===== config.mk =====
export PLATFORM = sky130hd
export DESIGN_NAME = ysyx_22040127_div_ctrl
export DESIGN_NICKNAME = d
export VERILOG_FILES = /design/src/rtl/ysyx_22040127_div_ctrl_pkg.sv /design/src/rtl/ysyx_22040127_div_fix.sv /design/src/rtl/ysyx_22040127_div_ctrl.sv
export SDC_FILE = /design/constraint.sdc
export NUM_CORES = 1
export LEC_CHECK = 0
export CAP_MARGIN = 25
export CORE_AREA = 3 3 177 179
export DETAILED_ROUTE_END_ITERATION = 10
export DIE_AREA = 0 0 180 182
export PLACE_DENSITY = 0.68
export REMOVE_ABC_BUFFERS = 1
export SYNTH_ARGS = -nofsm -noshare
export SYNTH_HDL_FRONTEND = slang
export SYNTH_SLANG_ARGS = --single-unit

===== constraint.sdc =====
create_clock -name clk -period 5.7 [get_ports clk]
set_input_delay 0.57 -clock clk [delete_from_list [all_inputs] [get_ports clk]]
set_output_delay 0.57 -clock clk [all_outputs]
set_load 0.01 [all_outputs]

===== src/rtl/ysyx_22040127_div_ctrl_pkg.sv =====
// ysyx_22040127_div_ctrl_pkg
// Shared definitions for the divide sequencer: datapath width, RV64M
// divide op encoding and the controller state encoding.
package ysyx_22040127_div_ctrl_pkg;

  localparam int XLEN = 64;

  localparam logic [1:0] OP_DIV  = 2'b00;
  localparam logic [1:0] OP_DIVU = 2'b01;
  localparam logic [1:0] OP_REM  = 2'b10;
  localparam logic [1:0] OP_REMU = 2'b11;

  typedef enum logic [1:0] {
    ST_IDLE = 2'd0,
    ST_BUSY = 2'd1,
    ST_RESP = 2'd2
  } div_state_e;

  function automatic logic [XLEN-1:0] sext32(input logic [31:0] v);
    return {{(XLEN-32){v[31]}}, v};
  endfunction

endpackage


===== src/rtl/ysyx_22040127_div_fix.sv =====
// ysyx_22040127_div_fix
// Combinational helper for the divide sequencer: operand preparation
// (W-variant sign/zero extension), special-case detection (divide by zero,
// signed overflow) and final result selection with special-case override
// and W-result sign extension.
// Ports:
//   i_op, i_word       operation and W flag
//   i_a, i_b           dividend / divisor (raw or already prepared)
//   i_quo, i_rem       core results (ignored when o_special)
//   o_x, o_y, o_s      prepared operands and signed flag
//   o_special          divisor zero or signed overflow
//   o_res              selected, overridden, width-adjusted result
module ysyx_22040127_div_fix
  import ysyx_22040127_div_ctrl_pkg::*;
(
  input  logic [1:0]      i_op,
  input  logic            i_word,
  input  logic [XLEN-1:0] i_a,
  input  logic [XLEN-1:0] i_b,
  input  logic [XLEN-1:0] i_quo,
  input  logic [XLEN-1:0] i_rem,
  output logic [XLEN-1:0] o_x,
  output logic [XLEN-1:0] o_y,
  output logic            o_s,
  output logic            o_special,
  output logic [XLEN-1:0] o_res
);

  logic            w_signed;
  logic            w_is_rem;
  logic            w_zero;
  logic            w_ovf;
  logic [XLEN-1:0] w_min;
  logic [XLEN-1:0] w_quo_sel;
  logic [XLEN-1:0] w_rem_sel;
  logic [XLEN-1:0] w_sel;

  assign w_signed = (i_op == OP_DIV) | (i_op == OP_REM);
  assign w_is_rem = (i_op == OP_REM) | (i_op == OP_REMU);

  // Preparation is idempotent, so the top can feed back the latched
  // prepared operands during BUSY and get the same special-case flags.
  always_comb begin
    o_x = i_a;
    o_y = i_b;
    if (i_word) begin
      if (w_signed) begin
        o_x = sext32(i_a[31:0]);
        o_y = sext32(i_b[31:0]);
      end else begin
        o_x = {{(XLEN-32){1'b0}}, i_a[31:0]};
        o_y = {{(XLEN-32){1'b0}}, i_b[31:0]};
      end
    end
  end

  assign o_s = w_signed;

  // Most-negative value of the active width, as it looks after preparation.
  assign w_min = i_word ? {{(XLEN-31){1'b1}}, 31'd0} : {1'b1, {(XLEN-1){1'b0}}};

  assign w_zero    = (o_y == '0);
  assign w_ovf     = w_signed & (o_y == '1) & (o_x == w_min);
  assign o_special = w_zero | w_ovf;

  assign w_quo_sel = w_zero ? '1  : (w_ovf ? o_x : i_quo);
  assign w_rem_sel = w_zero ? o_x : (w_ovf ? '0  : i_rem);
  assign w_sel     = w_is_rem ? w_rem_sel : w_quo_sel;

  assign o_res = i_word ? sext32(w_sel[31:0]) : w_sel;

endmodule


===== src/rtl/ysyx_22040127_div_ctrl.sv =====
// ysyx_22040127_div_ctrl
// Sequencer for the shared iterative 64-bit divide core. Accepts RV64M
// divide/remainder requests, prepares operands, starts the core, applies
// RISC-V special-case results and returns a 64-bit result.
// Build option: DIV_CTRL_BYPASS_EN -- when defined, divide-by-zero and
// signed overflow are resolved here without starting the core.
// Ports:
//   clk, rst                       clock, async active-low reset
//   in_valid/in_ready, in_op,
//   in_word, in_a, in_b            request channel
//   out_valid/out_ready, out_res   response channel
//   flush                          kill in-flight or pending request
//   core_start, core_kill,
//   core_x, core_y, core_s         core control and operands
//   core_done, core_quo, core_rem  core completion and results
//
// state   | meaning
// IDLE    | ready for a request
// BUSY    | core running, waiting for core_done
// RESP    | result held on out_res until consumed
module ysyx_22040127_div_ctrl
  import ysyx_22040127_div_ctrl_pkg::*;
(
  input  logic            clk,
  input  logic            rst,
  input  logic            in_valid,
  output logic            in_ready,
  input  logic [1:0]      in_op,
  input  logic            in_word,
  input  logic [XLEN-1:0] in_a,
  input  logic [XLEN-1:0] in_b,
  output logic            out_valid,
  input  logic            out_ready,
  output logic [XLEN-1:0] out_res,
  input  logic            flush,
  output logic            core_start,
  output logic            core_kill,
  output logic [XLEN-1:0] core_x,
  output logic [XLEN-1:0] core_y,
  output logic            core_s,
  input  logic            core_done,
  input  logic [XLEN-1:0] core_quo,
  input  logic [XLEN-1:0] core_rem
);

`ifdef DIV_CTRL_BYPASS_EN
  localparam logic BYPASS_EN = 1'b1;
`else
  localparam logic BYPASS_EN = 1'b0;
`endif

  div_state_e      r_state;
  div_state_e      w_state_nxt;
  logic [1:0]      r_op;
  logic            r_word;
  logic [XLEN-1:0] r_x;
  logic [XLEN-1:0] r_y;
  logic            r_s;
  logic [XLEN-1:0] r_res;
  logic            r_start;
  logic            r_kill;

  logic            w_idle;
  logic [1:0]      w_fix_op;
  logic            w_fix_word;
  logic [XLEN-1:0] w_fix_a;
  logic [XLEN-1:0] w_fix_b;
  logic [XLEN-1:0] w_x;
  logic [XLEN-1:0] w_y;
  logic            w_s;
  logic            w_special;
  logic [XLEN-1:0] w_res;
  logic            w_accept;
  logic            w_start_nxt;
  logic            w_kill_nxt;
  logic            w_load_res;

  // One helper serves both phases: raw request in IDLE, latched request
  // plus core results in BUSY.
  assign w_idle     = (r_state == ST_IDLE);
  assign w_fix_op   = w_idle ? in_op   : r_op;
  assign w_fix_word = w_idle ? in_word : r_word;
  assign w_fix_a    = w_idle ? in_a    : r_x;
  assign w_fix_b    = w_idle ? in_b    : r_y;

  ysyx_22040127_div_fix u_fix (
    .i_op      (w_fix_op),
    .i_word    (w_fix_word),
    .i_a       (w_fix_a),
    .i_b       (w_fix_b),
    .i_quo     (core_quo),
    .i_rem     (core_rem),
    .o_x       (w_x),
    .o_y       (w_y),
    .o_s       (w_s),
    .o_special (w_special),
    .o_res     (w_res)
  );

  always_ff @(posedge clk or negedge rst) begin
    if (!rst) r_state <= ST_IDLE;
    else      r_state <= w_state_nxt;
  end

  always_comb begin
    w_state_nxt = r_state;
    w_accept    = 1'b0;
    w_start_nxt = 1'b0;
    w_kill_nxt  = 1'b0;
    w_load_res  = 1'b0;
    case (r_state)
      ST_IDLE: begin
        if (in_valid && !flush) begin
          w_accept = 1'b1;
          if (BYPASS_EN && w_special) begin
            w_state_nxt = ST_RESP;
            w_load_res  = 1'b1;
          end else begin
            w_state_nxt = ST_BUSY;
            w_start_nxt = 1'b1;
          end
        end
      end
      ST_BUSY: begin
        if (flush) begin
          w_state_nxt = ST_IDLE;
          w_kill_nxt  = 1'b1;
        end else if (core_done) begin
          w_state_nxt = ST_RESP;
          w_load_res  = 1'b1;
        end
      end
      ST_RESP: begin
        if (flush || out_ready) w_state_nxt = ST_IDLE;
      end
      default: w_state_nxt = ST_IDLE;
    endcase
  end

  always_ff @(posedge clk or negedge rst) begin
    if (!rst) begin
      r_op    <= OP_DIV;
      r_word  <= 1'b0;
      r_x     <= '0;
      r_y     <= '0;
      r_s     <= 1'b0;
      r_res   <= '0;
      r_start <= 1'b0;
      r_kill  <= 1'b0;
    end else begin
      r_start <= w_start_nxt;
      r_kill  <= w_kill_nxt;
      // Operands change only on accept, so they stay put for the whole
      // core run regardless of what the issue side drives meanwhile.
      if (w_accept) begin
        r_op   <= in_op;
        r_word <= in_word;
        r_x    <= w_x;
        r_y    <= w_y;
        r_s    <= w_s;
      end
      if (w_load_res) r_res <= w_res;
    end
  end

  assign in_ready   = w_idle;
  assign out_valid  = (r_state == ST_RESP);
  assign out_res    = r_res;
  assign core_start = r_start;
  assign core_kill  = r_kill;
  assign core_x     = r_x;
  assign core_y     = r_y;
  assign core_s     = r_s;

endmodule


# After elaboration in Yosys (flattened, before gate mapping)
# Index checks and enable logic that the tools add are counted.
# Widths: inputs -> output; s select.
word_totals:
  reg_bits: 200
  inputBits: 265
  out_inout_bits: 197
  word_cells: 56
classes:
  n_eq_ne: 9
  mux: 27
  n_bitwise: 4
  n_reduce_logical: 7
op_table:
  columns: ["cell", "n"]
  rows:
  - ["$mux 64", 12]
  - ["$eq 64x64->1", 1]
  - ["$eq 64x64->1 const B", 1]
  - ["$logic_not 64->1", 1]
  - ["$mux 63", 1]
  - ["$mux 2", 5]
  - ["$mux 1", 8]
  - ["$eq 2x2->1 const B", 3]
  - ["$pmux 2 s3", 1]
  - ["$logic_not 2->1", 2]
  - ["$ne 2x1->1 const B", 2]
  - ["$ne 3x3->1 const B", 1]
  - ["$reduce_and 3->1", 1]
  - ["$and 1x1->1", 2]
  - ["$eq 2x1->1 const B", 1]
  - ["$or 1x1->1", 2]
  - ["$logic_and 1x1->1", 1]
  - ["$logic_not 1->1", 1]
  - ["$logic_or 1x1->1", 1]

# Logic depth before layout (Yosys ltp)
# Gate-level depths: netlist (run 1).
logic_depth:
  depth_word: 13
  depth_mapped: 17

# Hierarchy
# Synthesis (run 1) repeated with hierarchy kept, for this count alone.
hier_totals:
  hier_cells: 1159
  hier_area_um2: 12933.7
by_module_without_submodules:
  columns: ["module", "n_inst", "cells_each", "area_each_um2", "seq_area_each_um2"]
  rows:
  - ["ysyx_22040127_div_ctrl", 1, 575, 8984.9, 5004.8]
  - ["ysyx_22040127_div_fix", 1, 584, 3948.8, 0.0]

# Worst setup path after synthesis (run 1)
# OpenSTA, ideal clock, no wires.
synth_path:
  path_kind: "reg-to-reg"
  start: "register r_state[1]"
  end: "register r_res[56] (netlist: out_res[56])"
  setup_ns: 0.087
  arrival_time_ns: 2.978
  required_time_ns: 5.613
  slack_ns: 2.635
  stages_incl_launch_ff: 16
  n_path_buf: 6
  cell_sequence: "dfrtp_1 -> buf_6 -> or2_1 -> buf_6 -> inv_2 -> mux2_1 -> buf_2 -> a21oi_1 -> o2111ai_1 -> nor4_4 -> buf_4 -> a22oi_1 -> and3b_1 -> buf_2 -> buf_6 -> a211oi_2"
synth_via:
  elab_chain_len: 13
  elab_cells_between_ends: 28
  cone_classes: "eq/ne: 5; mux: 16; bitwise: 4; reduce/logical: 3"
synth_lines:
  columns: ["item", "line", "text"]
  rows:
  - ["from (decl)", "ysyx_22040127_div_ctrl.sv:52", "div_state_e r_state;"]
  - ["from (signal assigned)", "ysyx_22040127_div_ctrl.sv:102", "else r_state <= w_state_nxt;"]
  - ["$logic_not 2->1", "ysyx_22040127_div_ctrl.sv:80", "assign w_idle = (r_state == ST_IDLE);"]
  - ["$mux 2", "ysyx_22040127_div_ctrl.sv:81", "assign w_fix_op = w_idle ? in_op : r_op;"]
  - ["$eq 2x2->1 / $logic_not 2->1 (equally long branches)", "ysyx_22040127_div_fix.sv:38, ysyx_22040127_div_fix.sv:39", null]
  - ["$or 1x1->1", "ysyx_22040127_div_fix.sv:38", "assign w_signed = (i_op == OP_DIV) | (i_op == OP_REM);"]
  - ["$mux 64", "ysyx_22040127_div_fix.sv:47", "if (w_signed) begin"]
  - ["$mux 64", "ysyx_22040127_div_fix.sv:46", "if (i_word) begin"]
  - ["$eq 64x64->1", "ysyx_22040127_div_fix.sv:63", "assign w_ovf = w_signed & (o_y == '1) & (o_x == w_min);"]
  - ["$and 1x1->1 (2 in series)", "ysyx_22040127_div_fix.sv:63", null]
  - ["$mux 64, on equally long branches (2 in series)", "ysyx_22040127_div_fix.sv:66, ysyx_22040127_div_fix.sv:67", null]
  - ["$mux 64", "ysyx_22040127_div_fix.sv:68", "assign w_sel = w_is_rem ? w_rem_sel : w_quo_sel;"]
  - ["$mux 64", "ysyx_22040127_div_fix.sv:70", "assign o_res = i_word ? sext32(w_sel[31:0]) : w_sel;"]
  - ["to (signal assigned)", "ysyx_22040127_div_ctrl.sv:162", "if (w_load_res) r_res <= w_res;"]
  - ["to (decl)", "ysyx_22040127_div_ctrl.sv:59", "logic [XLEN-1:0] r_res;"]
# Parallel ways exist; a longest one is shown, timed or not.
# A chain may end at the register's enable or synchronous reset.

# Worst setup path after layout (run 1)
layout_path:
  start: "register r_state[1]"
  end: "register r_res[34] (netlist: out_res[34])"
# The elaborated chain is that of the path after synthesis.

==> run summary, run 1 <==
Pwr/cell area = 325 nW/um^2
Sequential-to-total area share from yosys stat = 44.4%
CP startpoint kind = register
Final period utilization = 77.2%
Placed Cells = 2122
Gpl congestion = 0.939
Final setup vio count = 0
Crit Path Class = register to register
Die area = 32800 um^2
CP max-delay cell = nor3_4
Root Driver = clkbuf_16
Die Y-Extent = 182 um
Starting Density = 37.9%
Final core utilization = 56.2%
Drt total wl = 50.5 mm
Clk sink count = 200
Synth top area cells = dfrtp_1 (44%), nand2_1 (11%), a31oi_1 (4.8%)
Cts repair resizes = 0
Mean post-synth cell area = 8.24 um^2
First-pass GRT wire length = 76.1 mm
Crit path DAT = 4.73 ns
DR WL/cell = 23.4 um
Largest net degree at the start of global routing = 127
#FFs+latches synth = 200
Static leakage = 6.68 nW
RSZ-0062 raised after global routing = no
Crit path max-delay family = simple AND/OR/NAND/NOR gates
H-tree depth = 4
Synth top area share = 44.4%
Outcome = complete, no violations
Num CTS Buffers = 17
Fin crit period = 4.40 ns
Port bufs = 461
F_max = 227 MHz
Vias in the first global route = 12.3k
HPWL after DPL = 36.8 mm
Unique cell type count in the Yosys netlist = 57
Largest stage delay, worst path = 0.91 ns
Netlist Area Pre-Place = 11300 um^2
Final ANT Viol Nets = 0
Final Max Slew Viols = 0
Die X = 180 um
Mapped Cells = 1367
Clock skew = 0.0255 ns
Critical-path cell list = or2_4 > inv_2 > mux2_1 > buf_4 > nand2_1 > buf_4 > o41a_1 > and3b_2 > nor3_4 > a221oi_1 > a211oi_1
Relative slew margins = 26.5%
Max IR drop VDD = 0.198 mV
Final Hold Viols = 0
Buf/Inv on CP = 3
Initial antenna violation count = 5
CTS tree = built
Final net count = 2016
Vias per cell = 5.80
Non-Filler Instances = 2157
Clk slew on worst S/H paths = 0.08 ns
IO Count = 462
Crit-path max FO = 43
Post-synth EDFFs = 0
YS warnings = 0
Total core area = 29700 um^2
Clock Path Buffers = 2
Setup crit end kind = register
MaxCap Viol Count = 0
DRC errors left = 0
Std cell rows = 63
GRT overflow = 0
Vias = 12.5k
R2R setup slack = 1.30 ns
CP required = 6.03 ns
CTS Hold Bufs = 0
Fillers = 2722
Pre-antenna DRT Iters = 8
Layout cells sized above 1 = 5.56%
Hold slack = 0.208 ns
Hold Crit Class = input port to async pin
Worst slew pin tran = 1.10 ns
Synth area leader = dfrtp_1
Initial DRC Count = 1018
Worst skew pair latency = 0.44 ns
Area Overhead vs Synth = 48.2%
Post-CTS Setup Bufs = 0
Most used DFF post-synth = dfrtp_1
Most used cell, CP = buf_4
GRT Overall Usage = 29.6%
Ys async rst share = 100%
area by class of cell:
cell class                      instances  area (um^2)  area share [%]
Antenna cell                            4         10.0          0.0600
Clock buffer                           19          453            2.71
Clock inverter                         12          134           0.802
Inverter                                6         27.5           0.165
Multi-Input combinational cell       1041         5740            34.4
Sequential cell                       200         5000            30.0
Tap cell                              390          488            2.92
Timing Repair Buffer                  485         4830            28.9
power breakdown:
part           leakage (nW)  total (mW)  internal, mW  switching [mW]
Sequential             2.36        2.10          1.76           0.331
Combinational          4.03        2.08          1.09           0.990
Clock                 0.290        1.26         0.643           0.613
per-layer routing:
metal | vias to the layer above | GRT usage, % | part of all wire, %
li1 | 5727 | - | -
met1 | 6090 | 37.5 | 40
met2 | 630 | 51.3 | 50
met3 | 49 | 6.55 | 7.9
met4 | 4 | 7.70 | 2.0
met5 | - | 0 | 0.053
state kept, by name, summed over array words and instances, names as in the netlist:
name / cells
core_x: 64
out_res: 64
core_y: 64
r_word: 1
r_state: 2
core_start: 1
core_kill: 1
r_op: 2
core_s: 1
synthesized netlist by cell type, types with 25 or more instances:
master,number
dfrtp_1,200
nand4_1,25
a21oi_1,39
nor4_1,45
nor2_1,124
nor4b_1,41
nand2_1,344
a31oi_1,86
a22oi_1,33
nand3_1,48
a221oi_1,25
o21ai_0,77
o21a_1,34
clkbuf_1,86
layout by cell type, fill, tap and decap left out, types with 3 or more instances in the layout:
master and instances:
nor3_1 5, nand3_1 47, a221oi_1 25, nand2b_1 11, a31oi_1 86, clkbuf_16 17
nor4_1 45, a21o_1 5, a31o_2 4, nand4_1 25, a22oi_1 33, diode_2 4
inv_8 3, and4_1 5, a21oi_1 39, o221ai_1 5, buf_4 22, a211oi_2 20
inv_6 4, nor2_1 122, nand4b_1 4, nor3b_1 3, clkdlybuf4s50_1 459, mux2i_1 9
a211oi_1 7, clkinv_4 5, inv_1 3, o21ai_0 76, dfrtp_1 200, nand2_1 343
nand3b_1 6, o21a_1 34, nor4b_1 41, or4_1 3
final timing paths:
check                           start  cells after the start     endpoint
setup / recovery           r_state[1]                     11  out_res[34]
hold / removal                    rst                      1   core_y[11]
setup reg to reg           r_state[1]                     11  out_res[34]
hold reg to reg            out_res[5]                      1   out_res[5]
max in group asynchronous         rst                      2   core_x[41]
min in group clk           out_res[5]                      1   out_res[5]
logic make-up (layout without fill, tap and decap cells):
group                     count (synthesis)  after routing  synth area share [%]
buffers and inverters                   126            522                  4.97
other                                     0              4                     0
AOI/OAI and AO/OA                       348            348                  21.1
muxes                                    11             11                 0.989
DFF                                     200            200                  44.4
xor gates and xnor gates                  2              2                 0.156
and+or+nand+nor                         680            680                  28.4
through the flow:
| step | setup WS [ns] | setup TNS (ns) | power [mW] | cell area, um^2 |
|---|---|---|---|---|
| 2_1_floorplan | -3.96 | -630.50 | 2.87 | 10700 |
| 5_1_grt | 1.04 | 0 | 5.69 | 16700 |
| 4_1_cts | 1.35 | 0 | 5.46 | 16700 |
| 3_3_place_gp | 1.19 | 0 | 4.17 | 16100 |
| 6_report | 1.30 | 0 | 5.43 | 16700 |
| 3_5_place_dp | 1.17 | 0 | 4.20 | 16100 |
Note: power is estimated with default switching activity, not from simulation.
==> run 2, diff against run 1 <==
Settings changed: CORE_AREA 3 3 177 179 to 3 3 179 181, DIE_AREA 0 0 180 182 to 0 0 182 184, PLACE_DENSITY 0.68 to 0.67.
Clock period 5.7 ns to 4.5 ns, I/O delays scaled along.
==> run 2 against run 1 <==
Compared with the run above: first-iteration DRC count grew 14%; non-clock buffer count grew 7; register-to-register slack lost 0.78 ns; largest cell class unchanged; count of clock-buffer cells in the layout shrank 1; fmax grew 10%; critical path depth grew 1; sequential share of layout area shrank 0.22 points; setup slack lost 0.78 ns; sequential power grew 27%; die area grew 2.2%; critical path type unchanged.
==> run summary, run 2 (synthesis results as in run 1) <==
Commonest non-fill, non-tap cells in the layout = clkdlybuf4s50_1 (459), nand2_1 (343), dfrtp_1 (200), nor2_1 (122), a31oi_1 (86)
Largest stage delay, worst path = 0.42 ns
Worst skew pair latency = 0.44 ns
Largest net degree at the start of global routing = 133
MaxCap Viol Count = 0
Final setup vio count = 0
Pre-antenna DRT Iters = 5
H-tree depth = 4
GRT overflow = 0
Final Hold Viols = 0
Layout cells sized above 1 = 5.93%
Cts repair resizes = 0
Starting Density = 36.8%
Most common cell after layout, fill and taps aside = clkdlybuf4s50_1
Total core area = 30600 um^2
Die area = 33500 um^2
Pwr/cell area = 415 nW/um^2
F_max = 251 MHz
Final period utilization = 88.6%
RSZ-0062 raised after global routing = no
Final net count = 2023
Die Y-Extent = 184 um
Num CTS Buffers = 17
Crit-path max FO = 72
Crit path DAT = 4.30 ns
Critical-path cell list = or2_4 > clkinv_2 > buf_12 > mux2i_1 > o21ai_0 > nor2_1 > and4b_1 > and3b_2 > buf_4 > a21oi_1 > a21boi_0 > a221o_1
CP startpoint kind = register
HPWL after DPL = 37.0 mm
Std cell rows = 64
Post-CTS Setup Bufs = 0
First-pass GRT wire length = 76.3 mm
Worst slew pin tran = 1.05 ns
Port bufs = 461
Initial antenna violation count = 2
CTS Hold Bufs = 0
DRC errors left = 0
Static leakage = 6.75 nW
Final ANT Viol Nets = 0
Vias in the first global route = 12.2k
Hold Crit Class = input port to async pin
Outcome = complete, no violations
Crit Path Class = register to register
GR peak layer = met2
Final Max Slew Viols = 0
CTS tree = built
Root Driver = clkbuf_16
Met2 usage = 49.2%
Placed Area = 16200 um^2
Clk sink count = 200
Met3 Usage GRT = 7.34%
Fin crit period = 3.99 ns
Clock skew = 0.0243 ns
DR WL/cell = 23.6 um
Crit path max-delay family = simple AND/OR/NAND/NOR gates
Vias per cell = 5.80
Final core utilization = 55.0%
Met1 usage = 37.4%
Setup crit end kind = register
Initial DRC Count = 1162
Buf/Inv on CP = 3
Drt total wl = 51.1 mm
Clk slew on worst S/H paths = 0.09 ns
Relative slew margins = 29.4%
Gpl congestion = 0.929
IO Count = 462
Die X = 182 um
Finished Cell Area = 16800 um^2
GRT Overall Usage = 29.4%
Clock Path Buffers = 2
Vias = 12.6k
Area Overhead vs Synth = 49.3%
CP max-delay cell = or2_4
CP required = 4.81 ns
Max IR drop VDD = 0.252 mV
run 2: cell count changes in the layout (fill, tap and decap cells not counted), sizes merged:
| cell | change |
|---|---|
| buf | +7 |
| bufinv | +1 |
| clkbuf | -1 |
| clkinv | +1 |
| diode | -3 |
run 2: metrics by stage:
step / hold WS [ns] / std cells / total power [mW] / worst slack (ns) / TNS, ns
finish: 0.0912 / 2168 / 6.98 / 0.515 / 0
global route: 0.133 / 2168 / 7.34 / 0.206 / 0
CTS: 0.119 / 2167 / 7.03 / 0.533 / 0
detailed placement: 0.479 / 2135 / 5.32 / 0.397 / 0
global placement: 0.468 / 2135 / 5.28 / 0.507 / 0
floorplan: 0.154 / 1247 / 3.63 / -5.16 / -866.90
run 2: layout make-up:
| class | count | area (um^2) |
|---|---|---|
| fill | 2858 | 13800 |
| multi-input combinational | 1041 | 5740 |
| sequential | 200 | 5000 |
| timing repair buffer | 492 | 4900 |
| tap | 396 | 495 |
| clock buffer | 18 | 439 |
| clock inverter | 14 | 200 |
| inverter | 6 | 28.8 |
| antenna | 1 | 2.50 |
run 2: where the power goes:
group | internal, mW | switching [mW]
registers | 2.24 | 0.421
clock network | 0.875 | 0.821
logic | 1.38 | 1.25
total | 4.49 | 2.49
run 2: final timing paths:
kind	cells past startpoint	to	slack, ns	from
hold reg to reg	2	core_s	0.49	core_s
setup / recovery	12	out_res[62]	0.51	r_state[1]
min in group clk	2	core_s	0.49	core_s
max in group asynchronous	2	core_y[21]	3.39	rst
setup reg to reg	12	out_res[62]	0.51	r_state[1]
hold / removal	1	out_res[61]	0.09	rst
run 2: worst reg2reg max path: stages (launching register included):
cell,delay [ns]
dfrtp_1,0.40
or2_4,0.42
clkinv_2,0.14
buf_12,0.35
mux2i_1,0.34
o21ai_0,0.19
nor2_1,0.27
and4b_1,0.28
and3b_2,0.28
buf_4,0.42
a21oi_1,0.27
a21boi_0,0.19
a221o_1,0.32
run 2: layer usage:
layer  share of wire, %  vias up
met5              0.025        -
met4                2.9        2
met2                 49      692
met3                9.3       85
li1                   -     5733
met1                 39     6067
